--- src/rtl/irq_gateway_pkg.sv ---
// Shared defaults and per-source state encoding for the interrupt gateway.
package irq_gateway_pkg;

  localparam int IRQ_N_SRC_DEF       = 6;
  localparam int IRQ_SYNC_STAGES_DEF = 2;
  localparam int IRQ_ID_W            = 3;

  typedef enum logic {
    IRQ_IDLE    = 1'b0,
    IRQ_PENDING = 1'b1
  } irq_state_e;

  // A single flop cannot resolve metastability, so depth is clamped to two.
  function automatic int irq_sync_depth(int stages);
    return (stages < 2) ? 2 : stages;
  endfunction

endpackage

--- src/rtl/irq_sync.sv ---
// Single-bit flop-chain synchronizer for an asynchronous interrupt line.
module irq_sync
  import irq_gateway_pkg::*;
#(
  parameter int STAGES = IRQ_SYNC_STAGES_DEF
) (
  input  logic i_CLK,
  input  logic i_RSTn,
  input  logic i_D,
  output logic o_Q
);

  localparam int DEPTH = irq_sync_depth(STAGES);

  logic [DEPTH-1:0] sync_q;
  logic [DEPTH-1:0] sync_d;

  always_comb begin
    sync_d = {sync_q[DEPTH-2:0], i_D};
  end

  always_ff @(posedge i_CLK) begin
    if (!i_RSTn) begin
      sync_q <= '0;
    end else begin
      sync_q <= sync_d;
    end
  end

  assign o_Q = sync_q[DEPTH-1];

endmodule

--- src/rtl/irq_gateway.sv ---
// Per-source interrupt gateway: synchronizes raw lines, latches edge or level
// requests until completion, and flags edges that arrive while already pending.
module irq_gateway
  import irq_gateway_pkg::*;
#(
  parameter int N_SRC       = IRQ_N_SRC_DEF,
  parameter int SYNC_STAGES = IRQ_SYNC_STAGES_DEF
) (
  input  logic                i_CLK,
  input  logic                i_RSTn,
  input  logic [N_SRC-1:0]    i_IRQ_RAW,
  input  logic [N_SRC-1:0]    i_EDGE_MODE,
  input  logic                i_COMPLETE,
  input  logic [IRQ_ID_W-1:0] i_COMPLETE_ID,
  input  logic [N_SRC-1:0]    i_OVR_CLR,
  output logic                o_MEI_0,
  output logic                o_MEI_1,
  output logic                o_MEI_2,
  output logic                o_MEI_3,
  output logic                o_MEI_4,
  output logic                o_MEI_5,
  output logic [N_SRC-1:0]    o_PENDING,
  output logic [N_SRC-1:0]    o_OVERRUN
);

  localparam int DEPTH  = irq_sync_depth(SYNC_STAGES);
  localparam int SETTLE = DEPTH + 1;
  localparam int CNT_W  = $clog2(SETTLE + 1);
  localparam int MEI_W  = (N_SRC > 6) ? N_SRC : 6;

  logic [N_SRC-1:0] irq_sync_w;
  logic [N_SRC-1:0] prev_q, prev_d;
  logic [N_SRC-1:0] mode_q, mode_d;
  logic [N_SRC-1:0] ovr_q, ovr_d;
  logic [N_SRC-1:0] rise;
  logic [N_SRC-1:0] cmpl_hit;
  irq_state_e       state_q [N_SRC];
  irq_state_e       state_d [N_SRC];
  logic [CNT_W-1:0] settle_q, settle_d;
  logic             armed;
  logic [MEI_W-1:0] mei_vec;

  for (genvar g = 0; g < N_SRC; g++) begin : g_sync
    irq_sync #(
      .STAGES (DEPTH)
    ) u_sync (
      .i_CLK  (i_CLK),
      .i_RSTn (i_RSTn),
      .i_D    (i_IRQ_RAW[g]),
      .o_Q    (irq_sync_w[g])
    );
  end

  // Edges are only trusted once prev holds a value the chain actually sampled
  // after reset; otherwise a line held high through reset would look like a rise.
  assign armed = (settle_q == CNT_W'(SETTLE));

  always_comb begin
    settle_d = armed ? settle_q : settle_q + CNT_W'(1);
    prev_d   = irq_sync_w;
    mode_d   = i_EDGE_MODE;
    rise     = armed ? (irq_sync_w & ~prev_q) : '0;
    cmpl_hit = '0;
    ovr_d    = ovr_q & ~i_OVR_CLR;
    for (int i = 0; i < N_SRC; i++) begin
      cmpl_hit[i] = i_COMPLETE && (int'(i_COMPLETE_ID) == i);
      state_d[i]  = state_q[i];
      if (!i_EDGE_MODE[i]) begin
        state_d[i] = irq_sync_w[i] ? IRQ_PENDING : IRQ_IDLE;
      end else if (!mode_q[i]) begin
        // Entering edge mode drops whatever the level tracking left behind.
        state_d[i] = IRQ_IDLE;
      end else begin
        case (state_q[i])
          IRQ_IDLE: begin
            if (rise[i]) state_d[i] = IRQ_PENDING;
          end
          IRQ_PENDING: begin
            if (rise[i]) begin
              if (!cmpl_hit[i]) ovr_d[i] = 1'b1;
            end else if (cmpl_hit[i]) begin
              state_d[i] = IRQ_IDLE;
            end
          end
        endcase
      end
    end
  end

  always_ff @(posedge i_CLK) begin
    if (!i_RSTn) begin
      settle_q <= '0;
      prev_q   <= '0;
      mode_q   <= '0;
      ovr_q    <= '0;
      for (int i = 0; i < N_SRC; i++) state_q[i] <= IRQ_IDLE;
    end else begin
      settle_q <= settle_d;
      prev_q   <= prev_d;
      mode_q   <= mode_d;
      ovr_q    <= ovr_d;
      for (int i = 0; i < N_SRC; i++) state_q[i] <= state_d[i];
    end
  end

  always_comb begin
    o_PENDING = '0;
    for (int i = 0; i < N_SRC; i++) o_PENDING[i] = (state_q[i] == IRQ_PENDING);
  end

  assign o_OVERRUN = ovr_q;
  assign mei_vec   = MEI_W'(o_PENDING);
  assign o_MEI_0   = mei_vec[0];
  assign o_MEI_1   = mei_vec[1];
  assign o_MEI_2   = mei_vec[2];
  assign o_MEI_3   = mei_vec[3];
  assign o_MEI_4   = mei_vec[4];
  assign o_MEI_5   = mei_vec[5];

endmodule

--- config.mk ---
export PLATFORM = sky130hd
export DESIGN_NAME = irq_gateway
export DESIGN_NICKNAME = d
export VERILOG_FILES = /design/src/rtl/irq_gateway_pkg.sv /design/src/rtl/irq_sync.sv /design/src/rtl/irq_gateway.sv
export SDC_FILE = /design/constraint.sdc
export NUM_CORES = 1
export LEC_CHECK = 0
export BUFFER_PORTS_ARGS = -buffer_cell sky130_fd_sc_hd__buf_2
export CAP_MARGIN = 20
export CORE_MARGIN = 2
export CORE_UTILIZATION = 45
export CTS_BUF_LIST = sky130_fd_sc_hd__clkbuf_8 sky130_fd_sc_hd__clkbuf_16
export DETAILED_ROUTE_END_ITERATION = 7
export HOLD_SLACK_MARGIN = 0.12
export PLACE_DENSITY = 0.77
export SLEW_MARGIN = 40
export SYNTH_ARGS = -nofsm -noshare
export SYNTH_HDL_FRONTEND = slang
export SYNTH_SLANG_ARGS = --single-unit
--- constraint.sdc ---
create_clock -name i_CLK -period 1.4 [get_ports i_CLK]
set_input_delay 0.14 -clock i_CLK [delete_from_list [all_inputs] [get_ports i_CLK]]
set_output_delay 0.14 -clock i_CLK [all_outputs]
set_load 0.005 [all_outputs]
==> summary.md <==
| Metric | Value |
|---|---|
| Status | `finished, final reports clean` |
| Delay-heaviest family, CP | `flip-flops` |
| Maximum clock frequency | `814 MHz` |
| Die height | `60.0 um` |
| Maxcap violations | `0` |
| Max-slew violation count | `0` |
| Gr ovfl total | `0` |
| Initial antenna violation count | `0` |
| Detailed-route wire length per cell | `~12 um` |
| Net Sw Frac | `0.208` |
| Clock Power Share | `0.390` |
| Clock Skew | `0.00811 ns` |
| Startpoint types | `flip-flop` |
| Crit path capture type | `flip-flop` |
| Power density cells | `1190 mW/mm^2` |
| Global-route wire length before repair | `4550 um` |
| Layout net count | `215` |
| Root Driver | `clkbuf_8` |
| Final wirelength | `2790 um` |
| Starting Density | `0.469` |
| Worst-Skew Late Latency | `0.28 ns` |
| Core Region | `0.00300 mm^2` |
| CTS clk-pin slew, worst paths | `0.07 ns` |
| Register bit total from synthesis | `38` |
| Synthesized area | `0.00141 mm^2` |
| Distinct cells, synth | `25` |
| Worst-Margin Slew | `about 0.38 ns` |
| Number of diodes | `0` |
| PortBufs | `41` |
| Drt first pass iters | `4` |
| Post-Syn Instances | `approximately 140` |
| Worst VDD drop | `0.000827 V` |
| # DRC | `0` |
| Final worst-path cycle share | `0.878` |
| Sum of buffers and inverters on the critical path | `0` |
| Hold Vio Cnt, Final | `0` |
| RSZ-0062 raised after global routing | `false` |
| Switching power total | `462 uW` |
| Comb power frac | `0.090` |
| Max-slew headroom | `0.746` |
| Share of cells above drive strength 1 | `0.277` |
| Crit path required time | `1.59 ns` |
| Full die area | `0.00359 mm^2` |
| Via density | `just over 5` |
| Avg Cell Area, Syn | `between 10 and 15 um^2` |
| Max Fanout on Critical Path | `8` |
| Synthesized net count | `160` |
| Num CTS Buffers | `5` |
| Drt first-iter violations | `66` |
| CP max-delay cell | `dfxtp_1` |
| Crit path DAT | `1.41 ns` |
| Leakage | `0.000814 uW` |
| Fraction of the yosys area taken by sequential cells | `0.540` |
| Vias | `around 1100` |
| Final TNS setup | `0 ns` |
| Tmin final | `1.23 ns` |
| Total clock sinks | `38` |
| Worst-case clock buffer depth | `2` |
| Cells along the critical path | `ha_4 -> and4b_1 -> nand2_1 -> o32ai_1` |
| CTS tree | `done` |
| Row count | `20` |
| WHS | `0.130 ns` |
| Setup Buffers After CTS | `0` |
| Total track usage | `0.171` |
| Seq pwr share | `0.520` |
| H-Tree Depth | `2` |
| Die X | `60.0 um` |
| Critical path class | `flip-flop to flip-flop` |
| Final ANT Viol Nets | `0` |
| Ys Warns | `0` |
| Boundary pin count | `42` |
| Largest net degree at the start of global routing | `26` |
| Largest stage delay on the critical path | `~0.40 ns` |
| Vias in the first global route | `1070` |
| Gpl congestion | `0.721` |
| Detailed Place HPWL | `approximately 1900 um` |
| HP Class | `input port to flip-flop` |
| Final setup viols | `0` |
| P&R area growth vs syn | `32.9%` |
| Int Pwr | `1760 uW` |
## power groups by stage
stage	combinational (uW)	clock, uW	sequential (uW)
finish	200	867	1160
global route	221	927	1160
CTS	193	890	1150
detailed placement	153	0	1170
global placement	146	0	1170
floorplan	96.9	0	1170
## final timing paths
kind | to | depth (start not counted) | slack [ns] | start
worst max-delay path | o_OVERRUN[0] | 4 | 0.17 | settle_q[0]
worst min-delay path | mode_q[2] | 2 | 0.13 | i_EDGE_MODE[2]
worst max register to register | o_OVERRUN[0] | 4 | 0.17 | settle_q[0]
worst min register to register | g_sync[2].u_sync.sync_q[1] | 1 | 0.44 | g_sync[2].u_sync.sync_q[0]
## synth_stat cells
library cell / n / area share
a31oi_1: 2 / 0.0089
and2_1: 20 / 0.089
and4b_1: 4 / 0.028
and4bb_1: 3 / 0.027
buf_2: 1 / 0.0035
buf_4: 6 / 0.032
buf_6: 2 / 0.016
clkbuf_1: 2 / 0.0053
dfxtp_1: 38 / 0.54
ha_1: 1 / 0.0089
inv_1: 4 / 0.011
inv_2: 1 / 0.0027
mux2i_1: 1 / 0.0071
nand2_1: 14 / 0.037
nand2b_1: 2 / 0.0089
nand3_1: 6 / 0.021
nand4_1: 2 / 0.0089
nand4b_1: 4 / 0.025
nor2_1: 6 / 0.016
nor4b_2: 1 / 0.011
o21a_1: 4 / 0.021
o22ai_1: 4 / 0.018
o32ai_1: 4 / 0.025
o32ai_2: 2 / 0.023
xor2_1: 1 / 0.0062
## metrics by stage
stage / instance area [um^2] / std cells / utilization / power (uW) / worst slack, ns
2_1_floorplan: 1410 / 135 / - / 1270 / 0.277
3_3_place_gp: 1580 / 199 / 0.527 / 1320 / 0.124
3_5_place_dp: 1580 / 199 / 0.527 / 1330 / 0.0134
4_1_cts: 1860 / 224 / 0.620 / 2230 / 0.0944
5_1_grt: 1870 / 224 / 0.623 / 2310 / 0.0482
6_report: 1870 / 224 / 0.623 / 2220 / 0.171
## layout by cell type, fill, tap and decap left out, types with 5 or more instances in the layout
master	count
buf_2	41
dfxtp_1	38
and2_1	20
dlygate4sd3_1	17
nand2_1	14
inv_1	6
nand3_1	6
nor2_1	6
clkbuf_8	5
## final cells by class
| type | count | area (um^2) |
|---|---|---|
| fill | 250 | 1130 |
| sequential | 38 | 761 |
| multi-input combinational | 81 | 562 |
| timing repair buffer | 59 | 383 |
| clock buffer | 5 | 68.8 |
| tap | 33 | 41.3 |
| clock inverter | 3 | 37.5 |
| inverter | 5 | 18.8 |
## registers in the layout, summed over array words and instances (netlist names)
| signal | cells |
|---|---|
| o_OVERRUN | 6 |
| settle_q | 2 |
| prev_q | 6 |
| mode_q | 6 |
| g_sync.u_sync.sync_q | 12 |
| state_q | 6 |
## logic make-up after synthesis
kind of cell,synth area share
fa+ha+maj,0.00888
simple gates,0.272
buf+inv,0.0701
flops,0.540
compound gates,0.0959
xor+xnor,0.00622
mux,0.00711
## what timing repair did
| action | in CTS | in global routing |
|---|---|---|
| setup endpoints to repair | 1 | 1 |
| hold buffers | 17 | 0 |
| endpoints found under the hold margin | 17 | 0 |
| resized for setup | 1 | 1 |
## worst reg2reg max path: stages (launching register included)
cell,delay (ns)
dfxtp_1,0.40
ha_4,0.22
and4b_1,0.23
nand2_1,0.06
o32ai_1,0.22
## metal layers
layer,GRT usage,up-vias,part of all wire
li1,-,570,-
met1,0.204,509,0.45
met2,0.289,44,0.47
met3,0.0541,4,0.072
met4,0.0571,0,0.0065
met5,0,-,0
(Power assumes the default switching activity.)
